$ cat src/rtl/rgmii_idelay_cal_pkg.sv
// Shared widths, FSM encoding and centre arithmetic for the RGMII RX IDELAY calibrator.
// Purely declarative: no logic, no latency.
package rgmii_cal_pkg;

    localparam int TAP_W            = 5;
    localparam int NUM_TAPS         = 32;
    localparam int LEN_W            = 6;
    localparam int STEP_WAIT_CYCLES = 2;

    localparam logic [TAP_W-1:0] TAP_MAX = TAP_W'(NUM_TAPS - 1);

    typedef enum logic [3:0] {
        IDLE,
        HOME,
        STEP_WAIT,
        CLEAR,
        SETTLE,
        DWELL,
        EVAL,
        CENTER_CALC,
        CENTER_STEP,
        CHECK,
        FIN
    } cal_state_t;

    // Floor centre of a window; lower-middle tap for even lengths.
    function automatic logic [TAP_W-1:0] center_of(input logic [TAP_W-1:0] start,
                                                   input logic [LEN_W-1:0] len);
        logic [LEN_W-1:0] half;
        half = (len - LEN_W'(1)) >> 1;
        return start + half[TAP_W-1:0];
    endfunction

endpackage

$ cat src/rtl/rgmii_idelay_cal_if.sv
// Register-side status and IDELAY/jumbo-test side buses of the calibrator.
// master = calibrator, slave = register block plus IDELAY/error-flag owners.
interface rgmii_idelay_cal_if
    import rgmii_cal_pkg::*;
#(
    parameter int LANES = 5
);
    logic                     start;
    logic                     busy;
    logic                     done;
    logic [LANES-1:0]         lane_fail;
    logic [LANES*TAP_W-1:0]   lane_center;
    logic [LANES*LEN_W-1:0]   lane_width;
    logic [LANES-1:0]         dly_inc;
    logic [LANES*TAP_W-1:0]   dly_value;
    logic [LANES-1:0]         err_clear;
    logic [LANES-1:0]         lane_err;

    modport master (
        input  start, dly_value, lane_err,
        output busy, done, lane_fail, lane_center, lane_width, dly_inc, err_clear
    );

    modport slave (
        output start, dly_value, lane_err,
        input  busy, done, lane_fail, lane_center, lane_width, dly_inc, err_clear
    );

endinterface

$ cat src/rtl/rgmii_idelay_cal_window_track.sv
// Tracks the current passing run and the widest run seen during a tap sweep.
// Updates one cycle after sample_en; ties keep the earlier window.
module idelay_window_track
    import rgmii_cal_pkg::*;
(
    input  logic             clk,
    input  logic             rst,
    input  logic             init,
    input  logic             sample_en,
    input  logic             pass,
    input  logic [TAP_W-1:0] tap,
    output logic [TAP_W-1:0] best_start,
    output logic [LEN_W-1:0] best_len
);

    logic [TAP_W-1:0] run_start;
    logic [LEN_W-1:0] run_len;
    logic [TAP_W-1:0] run_start_new;
    logic [LEN_W-1:0] run_len_new;

    assign run_start_new = (run_len == '0) ? tap : run_start;
    assign run_len_new   = run_len + LEN_W'(1);

    always_ff @(posedge clk) begin
        if (rst || init) begin
            run_start  <= '0;
            run_len    <= '0;
            best_start <= '0;
            best_len   <= '0;
        end else if (sample_en) begin
            if (pass) begin
                run_start <= run_start_new;
                run_len   <= run_len_new;
                if (run_len_new > best_len) begin
                    best_start <= run_start_new;
                    best_len   <= run_len_new;
                end
            end else begin
                run_len <= '0;
            end
        end
    end

endmodule

$ cat src/rtl/rgmii_idelay_cal.sv
// Sequential per-lane IDELAY sweep: home, scan 32 taps against the jumbo-test flag, park at window centre.
// Runs for milliseconds per lane; start is ignored while busy, reset aborts at once.
module rgmii_idelay_cal
    import rgmii_cal_pkg::*;
#(
    parameter int LANES         = 5,
    parameter int SETTLE_CYCLES = 64,
    parameter int DWELL_CYCLES  = 125000,
    parameter int MIN_WINDOW    = 4,
    parameter int DEFAULT_TAP   = 25
)(
    input  logic                clk,
    input  logic                rst,
    rgmii_idelay_cal_if.master  bus
);

    localparam int LANE_W  = (LANES > 1) ? $clog2(LANES) : 1;
    localparam int CNT_MAX = (DWELL_CYCLES > SETTLE_CYCLES)
                           ? ((DWELL_CYCLES > STEP_WAIT_CYCLES) ? DWELL_CYCLES : STEP_WAIT_CYCLES)
                           : ((SETTLE_CYCLES > STEP_WAIT_CYCLES) ? SETTLE_CYCLES : STEP_WAIT_CYCLES);
    localparam int CNT_W   = $clog2(CNT_MAX + 1);

    cal_state_t               state, state_nxt, ret_state, ret_nxt;
    logic [LANE_W-1:0]        lane, lane_nxt;
    logic [TAP_W-1:0]         tap, tap_nxt, target, target_nxt, step_cnt, step_nxt;
    logic [CNT_W-1:0]         cnt, cnt_nxt;
    logic                     trk_init, trk_sample, fail_set, result_latch, result_clr;
    logic [TAP_W-1:0]         best_start, cur_value;
    logic [LEN_W-1:0]         best_len;
    logic                     cur_err;
    logic [LANES-1:0]         lane_sel;
    logic [LANES-1:0]         fail_q;
    logic [LANES*TAP_W-1:0]   center_q;
    logic [LANES*LEN_W-1:0]   width_q;

    assign cur_value = bus.dly_value[lane*TAP_W +: TAP_W];
    assign cur_err   = bus.lane_err[lane];
    assign lane_sel  = LANES'(1) << lane;

    // The inc pulse occupies the first STEP_WAIT cycle; STEP_WAIT_CYCLES idle cycles follow it.
    assign bus.dly_inc     = (state == STEP_WAIT && cnt == '0) ? lane_sel : '0;
    assign bus.err_clear   = (state == CLEAR) ? lane_sel : '0;
    assign bus.busy        = (state != IDLE) && (state != FIN);
    assign bus.done        = (state == FIN);
    assign bus.lane_fail   = fail_q;
    assign bus.lane_center = center_q;
    assign bus.lane_width  = width_q;

    idelay_window_track u_track (
        .clk        (clk),
        .rst        (rst),
        .init       (trk_init),
        .sample_en  (trk_sample),
        .pass       (~cur_err),
        .tap        (tap),
        .best_start (best_start),
        .best_len   (best_len)
    );

    always_comb begin
        state_nxt    = state;
        ret_nxt      = ret_state;
        lane_nxt     = lane;
        tap_nxt      = tap;
        target_nxt   = target;
        step_nxt     = step_cnt;
        cnt_nxt      = cnt;
        trk_init     = 1'b0;
        trk_sample   = 1'b0;
        fail_set     = 1'b0;
        result_latch = 1'b0;
        result_clr   = 1'b0;
        unique case (state)
            IDLE: begin
                if (bus.start) begin
                    state_nxt  = HOME;
                    lane_nxt   = '0;
                    result_clr = 1'b1;
                end
            end
            HOME: begin
                if (cur_value != '0) begin
                    state_nxt = STEP_WAIT;
                    ret_nxt   = HOME;
                    cnt_nxt   = '0;
                end else begin
                    tap_nxt   = '0;
                    trk_init  = 1'b1;
                    state_nxt = CLEAR;
                end
            end
            STEP_WAIT: begin
                if (cnt == CNT_W'(STEP_WAIT_CYCLES)) begin
                    state_nxt = ret_state;
                    cnt_nxt   = '0;
                end else begin
                    cnt_nxt = cnt + CNT_W'(1);
                end
            end
            CLEAR: begin
                state_nxt = SETTLE;
                cnt_nxt   = '0;
            end
            SETTLE: begin
                if (cnt == CNT_W'(SETTLE_CYCLES - 1)) begin
                    state_nxt = DWELL;
                    cnt_nxt   = '0;
                end else begin
                    cnt_nxt = cnt + CNT_W'(1);
                end
            end
            DWELL: begin
                if (cnt == CNT_W'(DWELL_CYCLES - 1)) begin
                    state_nxt = EVAL;
                    cnt_nxt   = '0;
                end else begin
                    cnt_nxt = cnt + CNT_W'(1);
                end
            end
            EVAL: begin
                trk_sample = 1'b1;
                if (tap == TAP_MAX) begin
                    state_nxt = CENTER_CALC;
                end else begin
                    tap_nxt   = tap + TAP_W'(1);
                    ret_nxt   = CLEAR;
                    state_nxt = STEP_WAIT;
                    cnt_nxt   = '0;
                end
            end
            CENTER_CALC: begin
                if (best_len < LEN_W'(MIN_WINDOW)) begin
                    target_nxt = TAP_W'(DEFAULT_TAP);
                    fail_set   = 1'b1;
                end else begin
                    target_nxt = center_of(best_start, best_len);
                end
                // Tap sits at 31 after the sweep; this inc wraps it to 0.
                step_nxt  = '0;
                ret_nxt   = CENTER_STEP;
                state_nxt = STEP_WAIT;
                cnt_nxt   = '0;
            end
            CENTER_STEP: begin
                if (step_cnt != target) begin
                    step_nxt  = step_cnt + TAP_W'(1);
                    ret_nxt   = CENTER_STEP;
                    state_nxt = STEP_WAIT;
                    cnt_nxt   = '0;
                end else begin
                    state_nxt = CHECK;
                end
            end
            CHECK: begin
                result_latch = 1'b1;
                if (cur_value != target) fail_set = 1'b1;
                if (lane == LANE_W'(LANES - 1)) begin
                    state_nxt = FIN;
                end else begin
                    lane_nxt  = lane + LANE_W'(1);
                    state_nxt = HOME;
                end
            end
            FIN:     state_nxt = IDLE;
            default: state_nxt = IDLE;
        endcase
    end

    always_ff @(posedge clk) begin
        if (rst) begin
            state     <= IDLE;
            ret_state <= IDLE;
            lane      <= '0;
            tap       <= '0;
            target    <= '0;
            step_cnt  <= '0;
            cnt       <= '0;
            fail_q    <= '0;
            center_q  <= '0;
            width_q   <= '0;
        end else begin
            state     <= state_nxt;
            ret_state <= ret_nxt;
            lane      <= lane_nxt;
            tap       <= tap_nxt;
            target    <= target_nxt;
            step_cnt  <= step_nxt;
            cnt       <= cnt_nxt;
            if (result_clr) begin
                fail_q   <= '0;
                center_q <= '0;
                width_q  <= '0;
            end
            if (fail_set) fail_q[lane] <= 1'b1;
            if (result_latch) begin
                center_q[lane*TAP_W +: TAP_W] <= cur_value;
                width_q[lane*LEN_W +: LEN_W]  <= best_len;
            end
        end
    end

endmodule

$ cat src/flat_wrapper.sv
// flat-port wrapper written by rule: the top's interface ports become plain ports
module rgmii_idelay_cal_flat import rgmii_cal_pkg::*;
#(
    parameter int LANES         = 5,
    parameter int SETTLE_CYCLES = 64,
    parameter int DWELL_CYCLES  = 125000,
    parameter int MIN_WINDOW    = 4,
    parameter int DEFAULT_TAP   = 25
)
  (clk, rst, bus_start, bus_dly_value, bus_lane_err, bus_busy, bus_done, bus_lane_fail, bus_lane_center, bus_lane_width, bus_dly_inc, bus_err_clear);
  rgmii_idelay_cal_if #(.LANES(LANES)) bus_i ();
  input  logic clk;
  input  logic rst;
  input wire logic [$bits(bus_i.start)-1:0] bus_start;
  input wire logic [$bits(bus_i.dly_value)-1:0] bus_dly_value;
  input wire logic [$bits(bus_i.lane_err)-1:0] bus_lane_err;
  output wire logic [$bits(bus_i.busy)-1:0] bus_busy;
  output wire logic [$bits(bus_i.done)-1:0] bus_done;
  output wire logic [$bits(bus_i.lane_fail)-1:0] bus_lane_fail;
  output wire logic [$bits(bus_i.lane_center)-1:0] bus_lane_center;
  output wire logic [$bits(bus_i.lane_width)-1:0] bus_lane_width;
  output wire logic [$bits(bus_i.dly_inc)-1:0] bus_dly_inc;
  output wire logic [$bits(bus_i.err_clear)-1:0] bus_err_clear;
  assign bus_i.start = bus_start;
  assign bus_i.dly_value = bus_dly_value;
  assign bus_i.lane_err = bus_lane_err;
  assign bus_busy = bus_i.busy;
  assign bus_done = bus_i.done;
  assign bus_lane_fail = bus_i.lane_fail;
  assign bus_lane_center = bus_i.lane_center;
  assign bus_lane_width = bus_i.lane_width;
  assign bus_dly_inc = bus_i.dly_inc;
  assign bus_err_clear = bus_i.err_clear;
  rgmii_idelay_cal #(.LANES(LANES), .SETTLE_CYCLES(SETTLE_CYCLES), .DWELL_CYCLES(DWELL_CYCLES), .MIN_WINDOW(MIN_WINDOW), .DEFAULT_TAP(DEFAULT_TAP)) u_core (.clk(clk), .rst(rst), .bus(bus_i));
endmodule
$ cat config.mk
export PLATFORM = sky130hd
export DESIGN_NAME = rgmii_idelay_cal_flat
export DESIGN_NICKNAME = d
export VERILOG_FILES = /design/src/rtl/rgmii_idelay_cal_pkg.sv /design/src/rtl/rgmii_idelay_cal_if.sv /design/src/rtl/rgmii_idelay_cal_window_track.sv /design/src/rtl/rgmii_idelay_cal.sv /design/src/flat_wrapper.sv
export SDC_FILE = /design/constraint.sdc
export NUM_CORES = 1
export LEC_CHECK = 0
export ABC_AREA = 0
export BUFFER_PORTS_ARGS = -buffer_cell sky130_fd_sc_hd__buf_2
export CAP_MARGIN = 30
export CORE_AREA = 2 2 118 120
export CTS_CLUSTER_DIAMETER = 200
export DETAILED_ROUTE_END_ITERATION = 8
export DIE_AREA = 0 0 120 122
export GPL_TIMING_DRIVEN = 0
export PLACE_DENSITY = 0.86
export SYNTH_ARGS = -nofsm -noshare
export SYNTH_HDL_FRONTEND = slang
export SYNTH_HIERARCHICAL = 1
export SYNTH_SLANG_ARGS = --single-unit
export TNS_END_PERCENT = 30
$ cat constraint.sdc
create_clock -name clk -period 4.6 [get_ports clk]
set_input_delay 0.46 -clock clk [delete_from_list [all_inputs] [get_ports clk]]
set_output_delay 0.46 -clock clk [all_outputs]
set_load 0.005 [all_outputs]
# ---- After elaboration in Yosys (flattened, before gate mapping)
# Cells that the tools add are included.
dict set report totals {
  output_inout_bits 72
  reg_bits 125
}
dict set report op_classes {
  n_bitwise 2
  add_sub_neg 9
  shifts 6
  order_cmp 4
  eq_ne 27
  multipliers 2
  mux 57
  reduce_logical 23
}
# operator n
set ops {}
lappend ops {{one-hot mux 17 bit (7 select lines)} 1}
lappend ops {{2-to-1 mux 17 bit} 6}
lappend ops {{2-to-1 mux 30 bit} 3}
lappend ops {{2-to-1 mux 25 bit} 3}
lappend ops {{negator 6 -> 34 bit} 2}
lappend ops {{2-to-1 mux 5 bit} 10}
lappend ops {{one-hot mux 4 bit (10 select lines)} 1}
lappend ops {{2-to-1 mux 4 bit} 9}
lappend ops {{variable shift 5 x 34 -> 25 bit (first input constant)} 1}
lappend ops {{variable shift 6 x 34 -> 30 bit (first input constant)} 1}
lappend ops {{indexed part select 5 x 34 -> 25 bit} 1}
lappend ops {{indexed part select 6 x 34 -> 30 bit} 1}
lappend ops {{bitwise mux 30 bit} 1}
lappend ops {{bitwise mux 25 bit} 1}
lappend ops {{indexed part select 25 x 7 -> 5 bit} 1}
lappend ops {{one-hot mux 5 bit (2 select lines)} 2}
lappend ops {{adder 17 x 1 -> 17 bit (second input constant)} 1}
lappend ops {{== test 17 bit (second input constant)} 1}
lappend ops {{== test 17 x 2 -> 1 bit (second input constant)} 1}
lappend ops {{== test 17 x 6 -> 1 bit (second input constant)} 1}
lappend ops {{logical NOT 17 bit} 1}
lappend ops {{== test 4 x 3 -> 1 bit (second input constant)} 4}
lappend ops {{one-hot mux 4 bit (4 select lines)} 1}
lappend ops {{== test 4 bit (second input constant)} 3}
lappend ops {{other kinds (41)} 73}

# ---- Logic depth before layout (Yosys ltp)
dict set report depth {
  depth_word 6
  ltp_mapped 13
  depth_no_buf 12
}

# ---- Modules after synthesis
# Netlist, hierarchy kept.
# mod cells_per_inst n_inst area_each_um2
set by_module_without_submodules {}
lappend by_module_without_submodules {rgmii_idelay_cal 839 1 6496.2}
lappend by_module_without_submodules {idelay_window_track 136 1 1268.7}

# ---- Least setup slack after synthesis
# No wires, ideal clock.
dict set report synth_timing {
  path_kind {reg2reg}
  start {register u_core.lane[1]}
  end {register u_core.width_q[2], in the netlist u_core/bus.lane_width[2]}
  setup_time_ns 0.132
  arrival_ns 3.110
  stages_incl_launch_ff 14
  setup_slack_ns 1.358
  required_time_ns 4.468
  path_cell_list {dfxtp_1 -> buf_2 -> buf_2 -> clkinv_1 -> ha_1 -> nor2b_1 -> and2_1 -> ha_1 -> nand2b_1 -> nor3_2 -> nand4_1 -> a22oi_1 -> nand3b_1 -> a21oi_1}
}
dict set report synth_via {
  elab_chain_len 5
  word_cells_on_any_way 6
}
# item line_no
set synth_lines {}
lappend synth_lines {{start, declared} rgmii_idelay_cal.sv:24} ;# logic [LANE_W-1:0] lane, lane_nxt;
lappend synth_lines {{start signal, assigned} rgmii_idelay_cal.sv:184} ;# lane <= lane_nxt;
lappend synth_lines {{multiplier 3 x 2 -> 5 bit *} rgmii_idelay_cal.sv:197} ;# width_q[lane*LEN_W +: LEN_W] <= best_len;
lappend synth_lines {{negator 6 -> 34 bit *} rgmii_idelay_cal.sv:197}
lappend synth_lines {{indexed part select 6 x 34 -> 30 bit or variable shift 6 x 34 -> 30 bit (tied branches)} rgmii_idelay_cal.sv:197}
lappend synth_lines {{bitwise mux 30 bit *} rgmii_idelay_cal.sv:197}
lappend synth_lines {{2-to-1 mux 30 bit *} rgmii_idelay_cal.sv:195} ;# if (result_latch) begin
lappend synth_lines {{end signal, assigned by index} rgmii_idelay_cal.sv:197}
lappend synth_lines {{end, declared} rgmii_idelay_cal.sv:34} ;# logic [LANES*LEN_W-1:0] width_q;
# Mark *: on every way between the ends. The rest lies on a longest branch, timed or not.
# A chain may end at the register's enable or synchronous reset.

# ---- Worst setup path after layout
dict set report layout_timing {
  start {register u_core.lane[1]}
  end {register u_core.width_q[3], in the netlist u_core/bus.lane_width[3]}
}
# Same word-level chain as after synthesis.

==> results.md <==
Global routing:
- The first global-routing pass estimated 37500 um of wire.
- The global route total overflow is 0.
- The global-route met2 utilization is 50.6%.
- The initial antenna violation count is 0.
- The all-layer global routing usage is 32.3%.
- The global routing met1 resource utilization is 42.8%.
- Global routing used 7.12% of the available met3 tracks.
- The number of global-route vias before repair is 7386.
- The most used routing layer in global routing is met2.
- Entering global routing, the biggest net connects 17 pins.

Floorplan:
- The horizontal die dimension is 120 um.
- Pin placement for this block handled 105 I/O pins.
- Measured along the y axis, the die boundary spans 122 um.
- The core region is 13500 um^2.
- The floorplan step defined a die boundary enclosing 14600 um^2.
- The initialized floorplan defines 43 standard-cell rows.
- The initial core utilization is 57.5%.

Worst hold path:
- In this run the worst hold path is classified as primary input to flop.
- The beginning of the worst hold path is rst.

Detailed routing:
- In the routed design, unresolved DRC markers number 0.
- Dividing the detail-routed via count by the number of cells gives 6.26.
- The total number of vias is 8080.
- In the final routed layout, each cell accounts on average for 18.2 um.
- The final wirelength is 23500 um.
- The count of nets left with antenna violations once routing finished came out at 0.
- The count of TritonRoute iterations in the first routing pass is 8.
- The DRC marker count from the first detailed-route iteration is 893.

Synthesis:
- By area, the combinational part of the netlist is dominated by simple AND/OR/NAND/NOR gates.
- The most used flip-flop cell after synthesis is sky130_fd_sc_hd__dfxtp_1.
- The sequential area share after synthesis is 32.0%.
- After synthesis, the most frequently instantiated cells are sky130_fd_sc_hd__dfxtp_1, sky130_fd_sc_hd__nor2_1, sky130_fd_sc_hd__nand2_1, sky130_fd_sc_hd__a21oi_1, sky130_fd_sc_hd__nand3_1.
- The number of flip-flops and latches in the synthesized netlist is 124.
- The multiplexer fraction of the synthesized cell area is 6.22%.
- The post-synthesis instance area is 7760 um^2.
- The cell type contributing the most total cell area after synthesis is sky130_fd_sc_hd__dfxtp_1.
- The number of flops mapped to enable cells by yosys is 0.
- The async set-reset flop share out of synthesis is 0%.
- The cell count after synthesis is 975.
- In this run, distinct cell masters in the synthesized netlist total 78.
- Summing the areas of all fa, ha and maj instances in the mapped netlist gives 5.83% of the synthesized area.
- By area the synthesized netlist is led by sky130_fd_sc_hd__dfxtp_1, sky130_fd_sc_hd__nor2_1, sky130_fd_sc_hd__ha_1.
- The area share of the leading cell type in the synthesized netlist is 32.0%.
- The leading cell type by number of instances after synthesis is sky130_fd_sc_hd__dfxtp_1.
- After Yosys synthesis, and, or, nand and nor cells account for 26.6% of the synthesized area.
- The average instance in the mapped netlist occupies 7.96 um^2.
- When the netlist entered floorplanning its net count stood at 1043.
- Yosys printed 6 warnings.
- The area fraction in compound gates after synthesis is 20.4%.
- The synthesized netlist devotes 3.72% of its cell area to XOR and XNOR gates.

Worst setup path:
- In this run the worst setup path begins at u_core/lane[1].
- The category of the critical setup timing path is flop to flop.
- STA classifies the critical path endpoint as a flop.
- The startpoint of the lowest-slack register-to-register path is u_core/lane[1].
- The required arrival time at the worst endpoint is 4.87 ns.
- For the worst setup path, the data arrival time is 4.69 ns.
- The startpoint class of the critical path is a flop.
- Along the worst path, the maximum fanout reaches 14.

Cells and area:
- The net count of the finished layout is 1166.
- Of the cells placed in the final design, the portion with a size suffix greater than 1 is 17.2%.
- The post-route cell area is 9100 um^2.
- Once layout is complete, the cells apart from fillers number 1291.
- The diode insertion count for antenna repair is 0.
- The area added between synthesis and finish is 17.2%.
- The number of inserted filler cells in the final layout is 1137.

Place:
- The number of port buffers is 104.
- Summing all placed instances gives a cell area of 8510 um^2.
- Detailed placement finished with a half-perimeter wire length of 16700 um.
- At the end of routability-driven placement, the weighted congestion stood at 0.982.
- The number of cells after detailed placement is 1259.

Job:
- The tool flagged a number of max-cap violations equal to 0.

Timing:
- The measured slew at the worst slew-check pin is 1.10 ns.
- The smallest clock period supported by the final layout is computed as 4.42 ns.
- The worst-case headroom to the max-slew limit is 26.1%.
- The final worst-path cycle share is 96.1%.
- The maximum clock frequency is 226 MHz.
- The final count of pins violating max slew is 0.
- Setup repair after global routing left no endpoint under its margin.
- The number of hold violations in the final report is 0.
- The final worst clock skew is 0.00608 ns.
- For the final routed database, the setup TNS stands at 0 ns.
- Setup violations remaining at the end of the flow were counted as 0.

Power:
- The total power is 3.03 mW.
- VDD sags by at most 0.260 mV.
- The total power density per cell area is 333 nW/um^2.
- For this design the static power due to leakage is 3.61 nW.

Clock network:
- The number of clock buffers inserted by TritonCTS is 17.
- Clock tree synthesis found a total of 124 sinks.
- The CTS tree is built.
- The count of hold-fix buffers inserted at cts is 0.
- The clock reaches the later pin of the worst-skew pair after 0.42 ns.
- The buffer count from post-CTS setup fixing is 0.
- The clock-pin slew on the worst setup and hold paths is 0.06 ns.
- The clock passes through at most 2 buffers.
- The total of cells resized after clock tree synthesis is 0.
- The cell sitting at the root of the clock tree is a sky130_fd_sc_hd__clkbuf_16.
- The CTS H-tree depth is 4.

Status:
- The flow ran to the end, and the final reports show no timing, DRC or antenna violations.
## per-stage QoR
stage	hold slack, ns	util (%)	setup WS [ns]
finish	0.442	67.4	0.180
global route	0.452	67.4	0.0142
CTS	0.434	67.4	0.328
detailed placement	0.451	63.0	0.351
global placement	0.447	63.0	0.433
floorplan	0.433	-	1.36
## layer usage
metal,vias to the layer above,part of all wire (%)
li1,3760,-
met1,3817,42
met4,0,3.2
met5,-,0
met3,68,9.4
met2,435,46
## report_power, final
group          internal [mW]  leakage (nW)  switching [mW]
registers               1.09         0.999          0.0125
clock network          0.807         0.286           0.535
logic                  0.186          2.33           0.398
total                   2.08          3.61           0.946
## worst max-delay path: stages, from the launching register on
cell,delay [ns]
sky130_fd_sc_hd__dfxtp_1,0.52
sky130_fd_sc_hd__buf_2,0.30
sky130_fd_sc_hd__buf_2,0.25
sky130_fd_sc_hd__clkinv_1,0.42
sky130_fd_sc_hd__ha_1,0.44
sky130_fd_sc_hd__nor2b_1,0.17
sky130_fd_sc_hd__and2_1,0.17
sky130_fd_sc_hd__ha_1,0.36
sky130_fd_sc_hd__nand2b_1,0.19
sky130_fd_sc_hd__nor3_2,0.34
sky130_fd_sc_hd__nand4_1,0.38
sky130_fd_sc_hd__a22oi_1,0.48
sky130_fd_sc_hd__nand3b_1,0.17
sky130_fd_sc_hd__a21oi_1,0.07
## placed cells by master (no fill, tap or decap), types with 10 or more instances in the layout
cell | netlist | layout
sky130_fd_sc_hd__and3_1 | 19 | 19
sky130_fd_sc_hd__nor2b_1 | 15 | 15
sky130_fd_sc_hd__clkbuf_16 | 0 | 17
sky130_fd_sc_hd__nand3_1 | 43 | 43
sky130_fd_sc_hd__xor2_1 | 15 | 15
sky130_fd_sc_hd__nand2_1 | 89 | 89
sky130_fd_sc_hd__nor4_1 | 10 | 10
sky130_fd_sc_hd__ha_1 | 33 | 33
sky130_fd_sc_hd__mux2i_1 | 37 | 37
sky130_fd_sc_hd__nor3_1 | 25 | 25
sky130_fd_sc_hd__buf_2 | 15 | 119
sky130_fd_sc_hd__inv_1 | 28 | 28
sky130_fd_sc_hd__nand2b_1 | 11 | 11
sky130_fd_sc_hd__a21oi_1 | 71 | 71
sky130_fd_sc_hd__xnor2_1 | 18 | 18
sky130_fd_sc_hd__a22oi_1 | 22 | 22
sky130_fd_sc_hd__dfxtp_1 | 124 | 124
sky130_fd_sc_hd__clkbuf_1 | 39 | 39
sky130_fd_sc_hd__a211oi_1 | 13 | 13
sky130_fd_sc_hd__a31oi_1 | 21 | 21
sky130_fd_sc_hd__nor2_1 | 111 | 111
sky130_fd_sc_hd__nand3b_1 | 13 | 13
sky130_fd_sc_hd__and2_1 | 12 | 12
sky130_fd_sc_hd__o21ai_0 | 36 | 36
## area by class of cell
cell class | count | area [um^2] | share of cell area, %
clock inverters | 15 | 166 | 1.83
inverters | 30 | 113 | 1.24
multi-input cells | 759 | 4870 | 53.5
repair buffers | 104 | 520 | 5.72
flip-flops and latches | 124 | 2480 | 27.3
clock buffers | 17 | 425 | 4.67
well taps | 180 | 225 | 2.47
plain buffers | 62 | 298 | 3.27
## worst paths after layout
check                         endpoint  slack [ns]  cells past startpoint
max           u_core/bus.lane_width[3]        0.18                     13
min                      u_core/cnt[3]        0.44                      3
max reg2reg   u_core/bus.lane_width[3]        0.18                     13
min reg2reg  u_core/bus.lane_width[29]        0.46                      2
## cell families after synthesis
logic type      count (synthesis)
buf+inv                        92
compound gates                241
simple gates                  403
fa+ha+maj                      35
mux                            47
flops                         124
xor+xnor                       33
## registers in the layout, summed over array words and instances, names as in the netlist
| register | flops |
|---|---|
| u_core/bus.lane_width | 30 |
| u_core/bus.lane_center | 25 |
| u_core/cnt | 17 |
| u_core/u_track/best_len | 6 |
| u_core/u_track/run_len | 6 |
| u_core/bus.lane_fail | 5 |
| u_core/step_cnt | 5 |
| u_core/tap | 5 |
| u_core/target | 5 |
| u_core/u_track/best_start | 5 |
| u_core/u_track/run_start | 5 |
| u_core/state | 4 |
| u_core/lane | 3 |
| u_core/ret_state | 3 |
No activity file was read; power rests on OpenSTA's default activity.
